--- config.mk ---
export PLATFORM = sky130hd
export DESIGN_NAME = alg_amba_vip_base_vldrdy_sink
export DESIGN_NICKNAME = d
export VERILOG_FILES = /design/src/rtl/alg_amba_vip_base_vldrdy_sink.sv
export SDC_FILE = /design/constraint.sdc
export NUM_CORES = 1
export LEC_CHECK = 0
export ABC_AREA = 1
export ABC_CLOCK_PERIOD_IN_PS = 2700
export BUFFER_PORTS_ARGS = -buffer_cell sky130_fd_sc_hd__buf_2
export CORE_ASPECT_RATIO = 1.25
export CORE_MARGIN = 2
export CORE_UTILIZATION = 40
export CTS_CLUSTER_DIAMETER = 60
export DETAILED_ROUTE_END_ITERATION = 10
export GPL_TIMING_DRIVEN = 0
export PLACE_DENSITY = 0.64
export SLEW_MARGIN = 20
export SYNTH_ARGS = -nofsm -noshare
export SYNTH_HDL_FRONTEND = slang
export SYNTH_SLANG_ARGS = --single-unit
--- constraint.sdc ---
create_clock -name clk -period 2.7 [get_ports clk]
set_clock_uncertainty 0.15 [all_clocks]
set_input_delay 0.27 -clock clk [delete_from_list [all_inputs] [get_ports clk]]
set_output_delay 0.27 -clock clk [all_outputs]
set_load 0.01 [all_outputs]
--- src/rtl/alg_amba_vip_base_vldrdy_sink.sv ---
// alg_amba_vip_base_vldrdy_sink: valid/ready sink with configurable registered backpressure.
// Define ALG_VLDRDY_SINK_PROTO_CHK_EN to compile in the stable-hold protocol checker.
module alg_amba_vip_base_vldrdy_sink #(
    parameter int          DATA_WIDTH = 1,
    parameter logic [15:0] BP_SEED    = 16'hACE1
) (
    input  logic                  clk,
    input  logic                  rstn,
    input  logic                  in_valid,
    input  logic [DATA_WIDTH-1:0] in_data,
    output logic                  in_ready,
    input  logic [1:0]            cfg_bp_mode,
    input  logic [7:0]            cfg_bp_thresh,
    input  logic [7:0]            cfg_period,
    input  logic                  clr,
    output logic                  rx_valid,
    output logic [DATA_WIDTH-1:0] rx_data,
    output logic [31:0]           beat_cnt,
    output logic                  err_proto
);
    logic [15:0] lfsr;
    logic [7:0]  pcnt;
    logic        ready_nxt;
    logic        acc;

    assign acc = in_valid & in_ready;

    // ready is decided purely from mode state, never from the upstream inputs
    always_comb begin
        ready_nxt = cfg_bp_mode == 2'd0 ? 1'b1 :
                    cfg_bp_mode == 2'd1 ? 1'b0 :
                    cfg_bp_mode == 2'd2 ? (lfsr[7:0] >= cfg_bp_thresh) :
                                          (pcnt == cfg_period);
    end

    always_ff @(posedge clk) begin
        if (!rstn) begin
            in_ready <= 1'b0;
            lfsr     <= BP_SEED;
            pcnt     <= 8'd0;
            rx_valid <= 1'b0;
            rx_data  <= '0;
            beat_cnt <= 32'd0;
        end else begin
            in_ready <= ready_nxt;
            if (cfg_bp_mode == 2'd2)
                lfsr <= {lfsr[14:0], lfsr[15] ^ lfsr[13] ^ lfsr[12] ^ lfsr[10]};
            pcnt     <= (cfg_bp_mode != 2'd3 || pcnt == cfg_period) ? 8'd0 : pcnt + 8'd1;
            rx_valid <= acc;
            if (acc)
                rx_data <= in_data;
            if (clr)
                beat_cnt <= 32'd0;
            else if (acc && beat_cnt != 32'hFFFF_FFFF)
                beat_cnt <= beat_cnt + 32'd1;
        end
    end

`ifdef ALG_VLDRDY_SINK_PROTO_CHK_EN
    logic                  pend;
    logic [DATA_WIDTH-1:0] pend_data;

    // a stalled beat must be presented again, unchanged, on the following cycle
    always_ff @(posedge clk) begin
        if (!rstn) begin
            pend      <= 1'b0;
            pend_data <= '0;
            err_proto <= 1'b0;
        end else begin
            pend      <= in_valid & ~in_ready;
            pend_data <= in_data;
            if (clr)
                err_proto <= 1'b0;
            else if (pend && (!in_valid || in_data != pend_data))
                err_proto <= 1'b1;
        end
    end
`else
    assign err_proto = 1'b0;
`endif
endmodule
==> results of run 1 <==
per-stage QoR:
stage          hold slack, ns  setup slack [ns]  utilization [%]  instances  power, W
3_3_place_gp            0.290             0.674             45.9        649   0.00106
2_1_floorplan           0.275             0.821                -        496   0.00102
5_1_grt                0.0819             0.500             48.7        665   0.00205
6_report               0.0224             0.653             48.7        665   0.00197
3_5_place_dp            0.300             0.654             45.9        649   0.00106
4_1_cts               0.00399             0.641             48.7        665   0.00200
worst register-to-register path: stages, from the launching register on:
cell	delay (ns)
sky130_fd_sc_hd__dfxtp_1	0.39
sky130_fd_sc_hd__ha_1	0.23
sky130_fd_sc_hd__inv_1	0.10
sky130_fd_sc_hd__nor2_4	0.19
sky130_fd_sc_hd__nand2_4	0.10
sky130_fd_sc_hd__nor2_8	0.17
sky130_fd_sc_hd__nand2_4	0.12
sky130_fd_sc_hd__nand2_8	0.11
sky130_fd_sc_hd__inv_2	0.08
sky130_fd_sc_hd__buf_6	0.14
sky130_fd_sc_hd__nand2_1	0.08
sky130_fd_sc_hd__a21oi_2	0.05
cells in the final DEF, fill, tap and decap left out, types with 10 or more instances in the layout:
cell type / instances
sky130_fd_sc_hd__nand2_1: 156
sky130_fd_sc_hd__nor2_1: 94
sky130_fd_sc_hd__dfxtp_1: 59
sky130_fd_sc_hd__buf_2: 56
sky130_fd_sc_hd__inv_1: 39
sky130_fd_sc_hd__nand3_1: 28
sky130_fd_sc_hd__xnor2_1: 19
sky130_fd_sc_hd__a21oi_1: 14
sky130_fd_sc_hd__xor2_1: 12
sky130_fd_sc_hd__o21ai_0: 11
sky130_fd_sc_hd__clkbuf_8: 11
sky130_fd_sc_hd__a21oi_2: 10
sky130_fd_sc_hd__ha_1: 10
state kept, by name, indices dropped and copies added (netlist names):
name,count
pcnt,8
beat_cnt,32
rx_data,1
rx_valid,1
in_ready,1
lfsr,16
power by group:
group / switching (W) / internal, W / total [W]
registers: 0.0000140 / 0.000890 / 0.000904
clock network: 0.000361 / 0.000565 / 0.000926
logic: 0.0000785 / 0.0000586 / 0.000137
logic make-up after synthesis:
logic type / after synthesis
other cells: 1
buf+inv: 54
simple gates: 303
xor+xnor: 31
fa+ha+maj: 10
flops: 59
compound gates: 38
worst max-delay path by stage:
stage                               to  slack, ns
after floorplan            beat_cnt[2]       0.82
after global placement     beat_cnt[1]       0.67
after detailed placement   beat_cnt[6]       0.65
after CTS                 beat_cnt[27]       0.64
after global routing      beat_cnt[11]       0.50
final                      beat_cnt[6]       0.65
per-layer routing:
metal / GRT usage, % / vias to the layer above
li1: - / 1685
met2: 31.9 / 72
met4: 11.9 / 0
met1: 20.9 / 1399
met3: 4.81 / 18
met5: 0 / -
layout make-up:
type / instances / area, µm² / area share [%]
buffer: 12 / 82.6 / 2.08
clock buffer: 11 / 151 / 3.82
clock inverter: 5 / 75.1 / 1.89
inverter: 42 / 158 / 3.97
multi-input combinational: 383 / 1920 / 48.3
sequential: 59 / 1180 / 29.8
tap: 97 / 121 / 3.06
timing repair buffer: 56 / 280 / 7.07
==> impl_results.rst, run 1 <==
.. list-table::
   :header-rows: 1

   * - Metric
     - Value
   * - Chain of cells forming the critical path
     - ha_1 -> inv_1 -> nor2_4 -> nand2_4 -> nor2_8 -> nand2_4 -> nand2_8 -> inv_2 -> buf_6 -> nand2_1 -> a21oi_2
   * - Total global-route track usage
     - about a fifth
   * - Fraction of layout cells with a size suffix above 1
     - ~18%
   * - Endpoints failing hold
     - 0
   * - Worst stage delay on the critical path
     - between 0.3 and 0.4 ns
   * - Number of synthesized register bits
     - about 60
   * - Final ANT Viol Nets
     - 0
   * - Number of enable-type register cells in the synthesized netlist
     - 0
   * - Reg-to-reg setup timing slack
     - ~0.65 ns
   * - Diode insertion count for antenna repair
     - 0
   * - Post-synthesis share of cell area spent on and, or, nand and nor gates
     - 38.4%
   * - Max FO, Critical Path
     - 10
   * - Synth Area in XOR/XNOR
     - 8.13%
   * - HP Class
     - in2reg
   * - Slowest-stage cell, CP
     - sky130_fd_sc_hd__dfxtp_1
   * - Antenna violations before repair
     - 0
   * - Finish-stage setup viols
     - 0
   * - Highest layer used for signal routing
     - met4
   * - H-tree level count
     - 3
   * - Die span in y
     - between 100 and 150 µm
   * - Top flip-flop cell by instance count after synthesis
     - sky130_fd_sc_hd__dfxtp_1
   * - Worst path buffer plus inverter count
     - 3
   * - Classification of the worst setup path
     - reg2reg
   * - Area of the core
     - 0.00815 mm²
   * - Area of the mapped netlist
     - 0.00334 mm²
   * - RSZ-0062 raised after global routing
     - no
   * - Wire length of the first global-routing pass
     - about 14,000 µm
   * - Commonest cells post-synth
     - 156 x sky130_fd_sc_hd__nand2_1, 94 x sky130_fd_sc_hd__nor2_1, 59 x sky130_fd_sc_hd__dfxtp_1, 39 x sky130_fd_sc_hd__inv_1, 28 x sky130_fd_sc_hd__nand3_1
   * - Biggest area consumer among synthesized cells
     - sky130_fd_sc_hd__dfxtp_1
   * - Number of gates on the worst path with buffers counted
     - 11
   * - Final period demand of the worst path
     - between 2 and 2.5 ns
   * - Synth Warn #
     - 0
   * - Gp weighted congestion
     - 0.869
   * - Via count of the first global-routing pass
     - slightly above 3,000
   * - Wirelength per Cell
     - roughly 11 µm
   * - Area growth syn-to-layout
     - 18.8%
   * - Gate count after technology mapping
     - slightly below 500
   * - Met1 layer wirelength in the final routing
     - 3270 µm
   * - Post-route fraction of the period consumed by the critical path
     - 75.8%
   * - Clock tree root driver cell
     - sky130_fd_sc_hd__clkbuf_8
   * - Combinational family with the most area after synthesis
     - simple AND/OR/NAND/NOR gates
   * - Pins Over Slew Limit
     - 0
   * - Reported leakage power
     - 1.71 nW
   * - Placement Rows
     - 37
   * - Clock buffer count from CTS
     - 9
   * - Top cell type's share of synthesized area
     - roughly 35%
   * - Hold Crit Endpoint
     - rx_data
   * - Hold path cells
     - 3
   * - Slew HR
     - around 54%
   * - Area enclosed by the die boundary
     - slightly above 0.009 mm²
   * - Critical path data required time
     - roughly 2.8 ns
   * - Clock transition at path regs
     - ~0.07 ns
   * - DR pass1 iterations
     - 4
   * - Reg2Reg Depth
     - 11
   * - Syn Nets
     - ~530
   * - Compound-cell area share of the yosys netlist
     - 7.01%
   * - Top area cells in the synthesized netlist
     - sky130_fd_sc_hd__dfxtp_1 35%, sky130_fd_sc_hd__nand2_1 18%, sky130_fd_sc_hd__nor2_1 11%
   * - Worst-case clock buffer depth
     - 2
   * - TritonCTS clock tree
     - built
   * - Reported max-cap violation count
     - 0
   * - Startpoint of the most critical setup path
     - beat_cnt[0]
   * - Avg Synthesized Cell Area
     - between 6 and 7 µm²
   * - Largest delay share family, worst path
     - simple AND/OR/NAND/NOR gates
   * - DRT iter0 DRCs
     - between 90 and 100
   * - Worst Setup End Kind
     - register
   * - Gates resized, CTS repair
     - 0
   * - Chip width
     - about 86 µm
   * - Number of different library cells in the post-synthesis netlist
     - 31
   * - Worst-case vdd ir drop
     - around 0.28 mV
   * - Worst Tran Pin Value
     - 0.690 ns
   * - Most frequently used cell type in the post-synthesis netlist
     - sky130_fd_sc_hd__nand2_1
   * - Buffers inserted by post-CTS timing repair
     - 0
   * - Sequential element share of the synthesized area
     - 35.4%
   * - Async set-or-reset flop fraction in the synthesized netlist
     - 0%
   * - IO buf count
     - 56
   * - Top Ports
     - around 60
   * - Setup TNS
     - 0 ns
   * - Adder-Cell Fraction of Synth Area
     - 3.75%
   * - Cell area after layout
     - a little under 0.004 mm²
   * - Via total after detailed routing
     - around 3,200
   * - Kind of start point of the critical path
     - register
   * - Initial cell density of the core
     - about two fifths
   * - Metal3 WL
     - ~390 µm
   * - R2R Path End
     - beat_cnt[6]
   * - Routed via count divided by cell count
     - between 4 and 5
   * - Multiplexer share of the synthesized area
     - 0%
   * - Pwr Density
     - about 500 mW/mm²
   * - # hold bufs at CTS
     - 0
   * - Final nets
     - around 600
   * - Maximum number of pins on one net before global-route repair
     - 11
   * - Final Routed Wirelength
     - between 7000 and 8000 µm
   * - Detailed-route DRC error count
     - 0
   * - Arrival time at the worst endpoint
     - 2.11 ns
   * - Most frequent cell on the critical path
     - sky130_fd_sc_hd__nand2_4
   * - Post-Place Cell Area
     - ~0.0037 mm²
   * - Met2 wire len
     - 3720 µm
   * - Global route overflow
     - 0
   * - Launch instance of the worst register-to-register path
     - beat_cnt[0]
   * - Worst Hold Launch
     - in_data
   * - Latest clock arrival within the worst-skew pair
     - 0.35 ns
   * - Clk sinks
     - between 50 and 60
   * - Run status
     - complete, no violations
   * - Highest achievable clock rate
     - ~490 MHz
   * - Total of fill cells in the finished design
     - between 800 and 900
   * - Detailed-placement wirelength estimate
     - 6020 µm
(Power assumes the default switching activity.)
==> run 2: changes to the inputs <==
--- a/config.mk
+++ b/config.mk
@@ -6,7 +6,7 @@
 export NUM_CORES = 1
 export LEC_CHECK = 0
 export ABC_AREA = 1
-export ABC_CLOCK_PERIOD_IN_PS = 2700
+export ABC_CLOCK_PERIOD_IN_PS = 1980
 export BUFFER_PORTS_ARGS = -buffer_cell sky130_fd_sc_hd__buf_2
 export CORE_ASPECT_RATIO = 1.25
 export CORE_MARGIN = 2
==> constraint.sdc (replaced) <==
create_clock -name clk -period 1.98 [get_ports clk]
set_clock_uncertainty 0.15 [all_clocks]
set_input_delay 0.198 -clock clk [delete_from_list [all_inputs] [get_ports clk]]
set_output_delay 0.198 -clock clk [all_outputs]
set_load 0.01 [all_outputs]
==> run 2 against run 1 <==
Critical path depth fell by 2. Final cell count rose by 0.90%. First-iteration DRC count rose by 1.1%. Power rose by 37%. Critical endpoint unchanged. Sequential share of layout area fell by 0.36 points. Hold slack improved by 0.030 ns. Global-route usage rose by 0.21 points. Die area did not move. Highest routed layer unchanged. Largest cell class unchanged.
==> impl_results.rst, run 2 (synthesized netlist as in run 1, its figures left out) <==
.. list-table::
   :header-rows: 1

   * - Metric
     - Value
   * - Run status
     - complete, no violations
   * - DR pass1 iterations
     - 4
   * - Placement Rows
     - 37
   * - Final ANT Viol Nets
     - 0
   * - Clock tree root driver cell
     - sky130_fd_sc_hd__clkbuf_8
   * - TritonCTS clock tree
     - built
   * - Maximum number of pins on one net before global-route repair
     - 11
   * - Detailed-placement wirelength estimate
     - approximately 6000 µm
   * - Max FFs per register
     - 32
   * - Worst-case vdd ir drop
     - 0.382 mV
   * - Net switching power
     - approximately 0.00063 W
   * - Antenna violations before repair
     - 0
   * - DRT iter0 DRCs
     - 93
   * - Total of fill cells in the finished design
     - 850
   * - Chip width
     - approximately 86 µm
   * - Final period demand of the worst path
     - roughly 1.9 ns
   * - IO buf count
     - 56
   * - Reported max-cap violation count
     - 0
   * - Post-route fraction of the period consumed by the critical path
     - approximately 94%
   * - Arrival time at the worst endpoint
     - 1.93 ns
   * - Max FO, Critical Path
     - 10
   * - Via total after detailed routing
     - roughly 3,200
   * - Worst setup margin
     - 0.121 ns
   * - Clock transition at path regs
     - ~0.07 ns
   * - Initial cell density of the core
     - ~41%
   * - Worst-case clock buffer depth
     - 2
   * - Regs by FF count
     - beat_cnt: 32 flops, lfsr: 16 flops, pcnt: 8 flops
   * - Fraction of layout cells with a size suffix above 1
     - between 20% and 30%
   * - Top Ports
     - between 50 and 60
   * - Clk sinks
     - between 50 and 60
   * - Classification of the worst setup path
     - in2reg
   * - Final nets
     - around 600
   * - H-tree level count
     - 3
   * - HP Class
     - in2reg
   * - Detailed-route DRC error count
     - 0
   * - RSZ-0062 raised after global routing
     - no
   * - Wirelength per Cell
     - 11.6 µm
   * - Critical path data required time
     - 2.05 ns
   * - Finish-stage setup viols
     - 0
   * - Routed via count divided by cell count
     - 4.80
   * - Worst Setup End Kind
     - register
   * - Final Routed Wirelength
     - just under 8000 µm
   * - Endpoints failing hold
     - 0
   * - Largest Register
     - beat_cnt
   * - Reported leakage power
     - ~1.7 nW
   * - Highest achievable clock rate
     - roughly 540 MHz
   * - Gp weighted congestion
     - just under 0.9
   * - Internal power of the cells
     - slightly above 0.002 W
   * - Worst Tran Pin Value
     - 0.709 ns
   * - Clock power share
     - between 40% and 50%
   * - Slew HR
     - 52.7%
   * - Post-Place Cell Area
     - between 0.003 and 0.004 mm²
   * - Area growth syn-to-layout
     - 21.2%
   * - Cell area after layout
     - roughly 0.004 mm²
   * - Die span in y
     - roughly 110 µm
   * - Highest-count cells in the layout ignoring fill and taps
     - 156 x sky130_fd_sc_hd__nand2_1, 92 x sky130_fd_sc_hd__nor2_1, 56 x sky130_fd_sc_hd__buf_2
   * - Clock buffer count from CTS
     - 9
   * - Final core utilization
     - approximately half
   * - Area of the core
     - about 0.0081 mm²
   * - Pwr Density
     - around 670 mW/mm²
   * - Area enclosed by the die boundary
     - slightly above 0.009 mm²
   * - Commonest non-fill, non-tap cell in the layout
     - sky130_fd_sc_hd__nand2_1
   * - Kind of start point of the critical path
     - input pin
   * - Switching share of power
     - 23.3%
   * - Total global-route track usage
     - 19.1%
   * - Worst hold slack
     - 0.0523 ns
   * - Portion of total power attributed to sequential cells
     - 45.8%
   * - Pins Over Slew Limit
     - 0
   * - Latest clock arrival within the worst-skew pair
     - approximately 0.35 ns
   * - Wire length of the first global-routing pass
     - 13,700 µm
   * - Diode insertion count for antenna repair
     - 0
   * - Part of the power in combinational logic
     - under 10%
   * - Placement Setup Slack
     - -0.0659 ns
   * - Global route overflow
     - 0
   * - Via count of the first global-routing pass
     - roughly 3,100
==> run 2: cell types whose count changed in the layout (fill, tap and decap cells not counted), sizes merged <==
cell,previous run,this run
dlygate4sd3,0,3
buf,61,64
==> run 2: repair_timing <==
item	CTS	global route
setup buffers	1	2
gates resized for setup	2	10
hold buffers	3	0
hold endpoints to repair	3	0
setup endpoints to repair	21	23
pin swaps	1	1
==> run 2: layout make-up <==
cell class,instances,area [µm²],share of cell area [%]
inverter,42,158,3.90
sequential,59,1190,29.4
tap,97,121,3.00
buffer,12,82.6,2.04
clock inverter,5,75.1,1.86
timing repair buffer,62,333,8.23
multi-input combinational,383,1930,47.8
clock buffer,11,151,3.74
==> run 2: path summary, 6_finish.rpt <==
check	cells after the start	to	slack, ns	from
worst max register to register	11	beat_cnt[6]	0.12	beat_cnt[0]
worst min-delay path	4	beat_cnt[31]	0.05	clr
worst max-delay path	9	beat_cnt[6]	0.12	in_valid
worst min register to register	2	lfsr[15]	0.31	lfsr[14]
==> run 2: metrics by stage <==
step	total power (W)	std cells	TNS, ns
3_5_place_dp	0.00145	649	-1.07
4_1_cts	0.00273	669	0
5_1_grt	0.00280	671	0
3_3_place_gp	0.00145	649	-0.700
6_report	0.00269	671	0
2_1_floorplan	0.00139	496	0
==> run 2: critical path, cell delays in order <==
cell,delay [ns]
sky130_fd_sc_hd__dlygate4sd3_1,0.54
sky130_fd_sc_hd__buf_2,0.12
sky130_fd_sc_hd__nand2_1,0.12
sky130_fd_sc_hd__clkinv_1,0.35
sky130_fd_sc_hd__nand2_8,0.23
sky130_fd_sc_hd__inv_2,0.08
sky130_fd_sc_hd__buf_6,0.14
sky130_fd_sc_hd__nand2_1,0.08
sky130_fd_sc_hd__a21oi_2,0.05
==> run 2: per-layer routing <==
metal	up-vias	wire (µm)	GRT usage, %
met3	21	375	4.66
met4	0	278	11.9
li1	1699	-	-
met5	-	0	0
met1	1433	3350	21.0
met2	67	3780	32.6
==> run 2: power groups by stage <==
| stage | clock network (W) | logic [W] | registers (W) |
|---|---|---|---|
| 3_5_place_dp | 0 | 0.000191 | 0.00126 |
| 4_1_cts | 0.00130 | 0.000196 | 0.00123 |
| 2_1_floorplan | 0 | 0.000133 | 0.00126 |
| 3_3_place_gp | 0 | 0.000186 | 0.00126 |
| 6_report | 0.00127 | 0.000192 | 0.00123 |
| 5_1_grt | 0.00134 | 0.000225 | 0.00124 |
==> run 3: changes to the inputs <==
--- a/config.mk
+++ b/config.mk
@@ -6,7 +6,7 @@
 export NUM_CORES = 1
 export LEC_CHECK = 0
 export ABC_AREA = 1
-export ABC_CLOCK_PERIOD_IN_PS = 1980
+export ABC_CLOCK_PERIOD_IN_PS = 1700
 export BUFFER_PORTS_ARGS = -buffer_cell sky130_fd_sc_hd__buf_2
 export CORE_ASPECT_RATIO = 1.25
 export CORE_MARGIN = 2
@@ -14,8 +14,7 @@
 export CTS_CLUSTER_DIAMETER = 60
 export DETAILED_ROUTE_END_ITERATION = 10
 export GPL_TIMING_DRIVEN = 0
-export PLACE_DENSITY = 0.64
-export SLEW_MARGIN = 20
+export SLEW_MARGIN = 40
 export SYNTH_ARGS = -nofsm -noshare
 export SYNTH_HDL_FRONTEND = slang
 export SYNTH_SLANG_ARGS = --single-unit
==> constraint.sdc (replaced) <==
create_clock -name clk -period 1.7 [get_ports clk]
set_clock_uncertainty 0.15 [all_clocks]
set_input_delay 0.17 -clock clk [delete_from_list [all_inputs] [get_ports clk]]
set_output_delay 0.17 -clock clk [all_outputs]
set_load 0.01 [all_outputs]
==> run 3 against run 2 <==
Worst setup slack lost 0.10 ns. Power grew 20%. Critical path depth grew 1. First-iteration DRC count grew 43%. Non-clock buffer count grew 13. Global-route usage shrank 0.20 points. Sequential power grew 15%. Sequential share of layout area shrank 0.49 points. Critical path type is now reg2reg.
==> impl_results.rst, run 3 (synthesized netlist as in run 1, its figures left out) <==
.. list-table::
   :header-rows: 1

   * - Metric
     - Value
   * - Wire length of the first global-routing pass
     - between 10,000 and 15,000 µm
   * - RSZ-0062 raised after global routing
     - yes
   * - Worst-case clock buffer depth
     - 2
   * - IO buf count
     - 56
   * - Total global-route track usage
     - a little under a fifth
   * - Overall power
     - 0.00324 W
   * - Highest achievable clock rate
     - 595 MHz
   * - Finish-stage setup viols
     - 0
   * - Detailed-route DRC error count
     - 0
   * - Pwr Density
     - ~750 mW/mm²
   * - Diode insertion count for antenna repair
     - 0
   * - Top Ports
     - 59
   * - Regs by FF count
     - beat_cnt: 32 flops, lfsr: 16 flops, pcnt: 8 flops
   * - Via count of the first global-routing pass
     - 3,111
   * - Via total after detailed routing
     - 3,277
   * - DRT iter0 DRCs
     - ~130
   * - Detailed-placement wirelength estimate
     - about 6000 µm
   * - Final Routed Wirelength
     - a little over 8000 µm
   * - Latest clock arrival within the worst-skew pair
     - between 0.3 and 0.4 ns
   * - Max FFs per register
     - 32
   * - Pins Over Slew Limit
     - 0
   * - H-tree level count
     - 3
   * - Classification of the worst setup path
     - reg2reg
   * - Final nets
     - around 620
   * - Final core utilization
     - roughly 53%
   * - Hold path cells
     - 4
   * - Reported max-cap violation count
     - 0
   * - Arrival time at the worst endpoint
     - approximately 1.7 ns
   * - Max FO, Critical Path
     - 10
   * - Clk sinks
     - 59
   * - DR pass1 iterations
     - 4
   * - Post-Place Cell Area
     - around 0.0038 mm²
   * - Slew HR
     - 51.0%
   * - Reported leakage power
     - ~1.8 nW
   * - Routed via count divided by cell count
     - about 4.8
   * - Largest Register
     - beat_cnt
   * - Reg2Reg Depth
     - 10
   * - Placement Setup Slack
     - -0.160 ns
   * - Chip width
     - approximately 86 µm
   * - Run status
     - complete, no violations
   * - Critical path data required time
     - approximately 1.7 ns
   * - Reg-to-reg setup timing slack
     - approximately 0.019 ns
   * - TritonCTS clock tree
     - built
   * - Initial cell density of the core
     - 41.0%
   * - Worst Tran Pin Value
     - around 0.73 ns
   * - Endpoints failing hold
     - 0
   * - Global route overflow
     - 0
   * - Kind of start point of the critical path
     - register
   * - Cell area after layout
     - between 0.004 and 0.005 mm²
   * - Area growth syn-to-layout
     - 29.6%
   * - Antenna violations before repair
     - 0
   * - Worst-case vdd ir drop
     - 0.511 mV
   * - Final period demand of the worst path
     - 1.68 ns
   * - Clock buffer count from CTS
     - 9
   * - Maximum number of pins on one net before global-route repair
     - 12
   * - Wirelength per Cell
     - 12.1 µm
   * - Commonest non-fill, non-tap cell in the layout
     - sky130_fd_sc_hd__nand2_1
   * - Post-route fraction of the period consumed by the critical path
     - a little over nine tenths
   * - Area enclosed by the die boundary
     - 0.00910 mm²
   * - Area of the core
     - slightly above 0.008 mm²
   * - Fraction of layout cells with a size suffix above 1
     - roughly 30%
   * - Placement Rows
     - 37
   * - Worst setup margin
     - 0.0193 ns
   * - Gp weighted congestion
     - approximately 0.9
   * - Clock tree root driver cell
     - sky130_fd_sc_hd__clkbuf_8
   * - HP Class
     - in2reg
   * - Clock transition at path regs
     - approximately 0.07 ns
   * - Worst Setup End Kind
     - register
   * - Final ANT Viol Nets
     - 0
   * - Highest-count cells in the layout ignoring fill and taps
     - 146 x sky130_fd_sc_hd__nand2_1, 82 x sky130_fd_sc_hd__nor2_1, 56 x sky130_fd_sc_hd__buf_2
   * - Die span in y
     - 106 µm
run 3: layout make-up:
type	count	area, µm²
Sequential cell	59	1250
Fill cell	836	3820
Timing Repair Buffer	75	430
Clock buffer	9	124
Multi-Input combinational cell	383	2030
Tap cell	97	121
Clock inverter	7	116
Inverter	42	164
Buffer	12	86.3
run 3: timing repair:
item	in CTS	in global routing
pin swaps	7	11
gates resized for setup	21	52
buffers inserted	9	7
hold buffers	3	0
endpoints found under the setup margin	25	31
endpoints found under the hold margin	3	0
run 3: path summary, 6_finish.rpt:
check                 endpoint          from
setup / recovery   beat_cnt[9]  beat_cnt[11]
hold / removal    beat_cnt[31]           clr
setup reg to reg   beat_cnt[9]  beat_cnt[11]
hold reg to reg       lfsr[15]      lfsr[14]
run 3: critical path, cell delays in order (launching register included):
cell and delay [ns]:
sky130_fd_sc_hd__dfxtp_2 0.38, sky130_fd_sc_hd__nand2_1 0.11, sky130_fd_sc_hd__nor2_2 0.16, sky130_fd_sc_hd__nand2_2 0.10, sky130_fd_sc_hd__nor2_8 0.14, sky130_fd_sc_hd__nand2_4 0.09
sky130_fd_sc_hd__nand2_8 0.09, sky130_fd_sc_hd__inv_4 0.06, sky130_fd_sc_hd__buf_8 0.14, sky130_fd_sc_hd__nand2_1 0.07, sky130_fd_sc_hd__a21oi_2 0.05
run 3: where the power goes:
part           leakage, nW  switching [W]  internal, W
registers            0.499      0.0000234      0.00139
clock network        0.119       0.000616     0.000971
logic                 1.21       0.000131     0.000102
run 3: stage by stage:
| stage | hold slack (ns) | instances | setup TNS (ns) |
|---|---|---|---|
| 2_1_floorplan | 0.175 | 496 | 0 |
| 3_3_place_gp | 0.273 | 649 | -3.14 |
| 3_5_place_dp | 0.284 | 649 | -3.57 |
| 4_1_cts | 0.0293 | 677 | -0.0207 |
| 5_1_grt | 0.0655 | 684 | -0.780 |
| 6_report | 0.0323 | 684 | 0 |
run 3: per-layer routing:
| layer | global-route usage (%) | wire (µm) | part of all wire [%] |
|---|---|---|---|
| met1 | 21.0 | 3530 | 43 |
| met2 | 33.1 | 4250 | 51 |
| met3 | 5.28 | 383 | 4.6 |
| met4 | 8.73 | 110 | 1.3 |
| met5 | 0 | 0 | 0 |
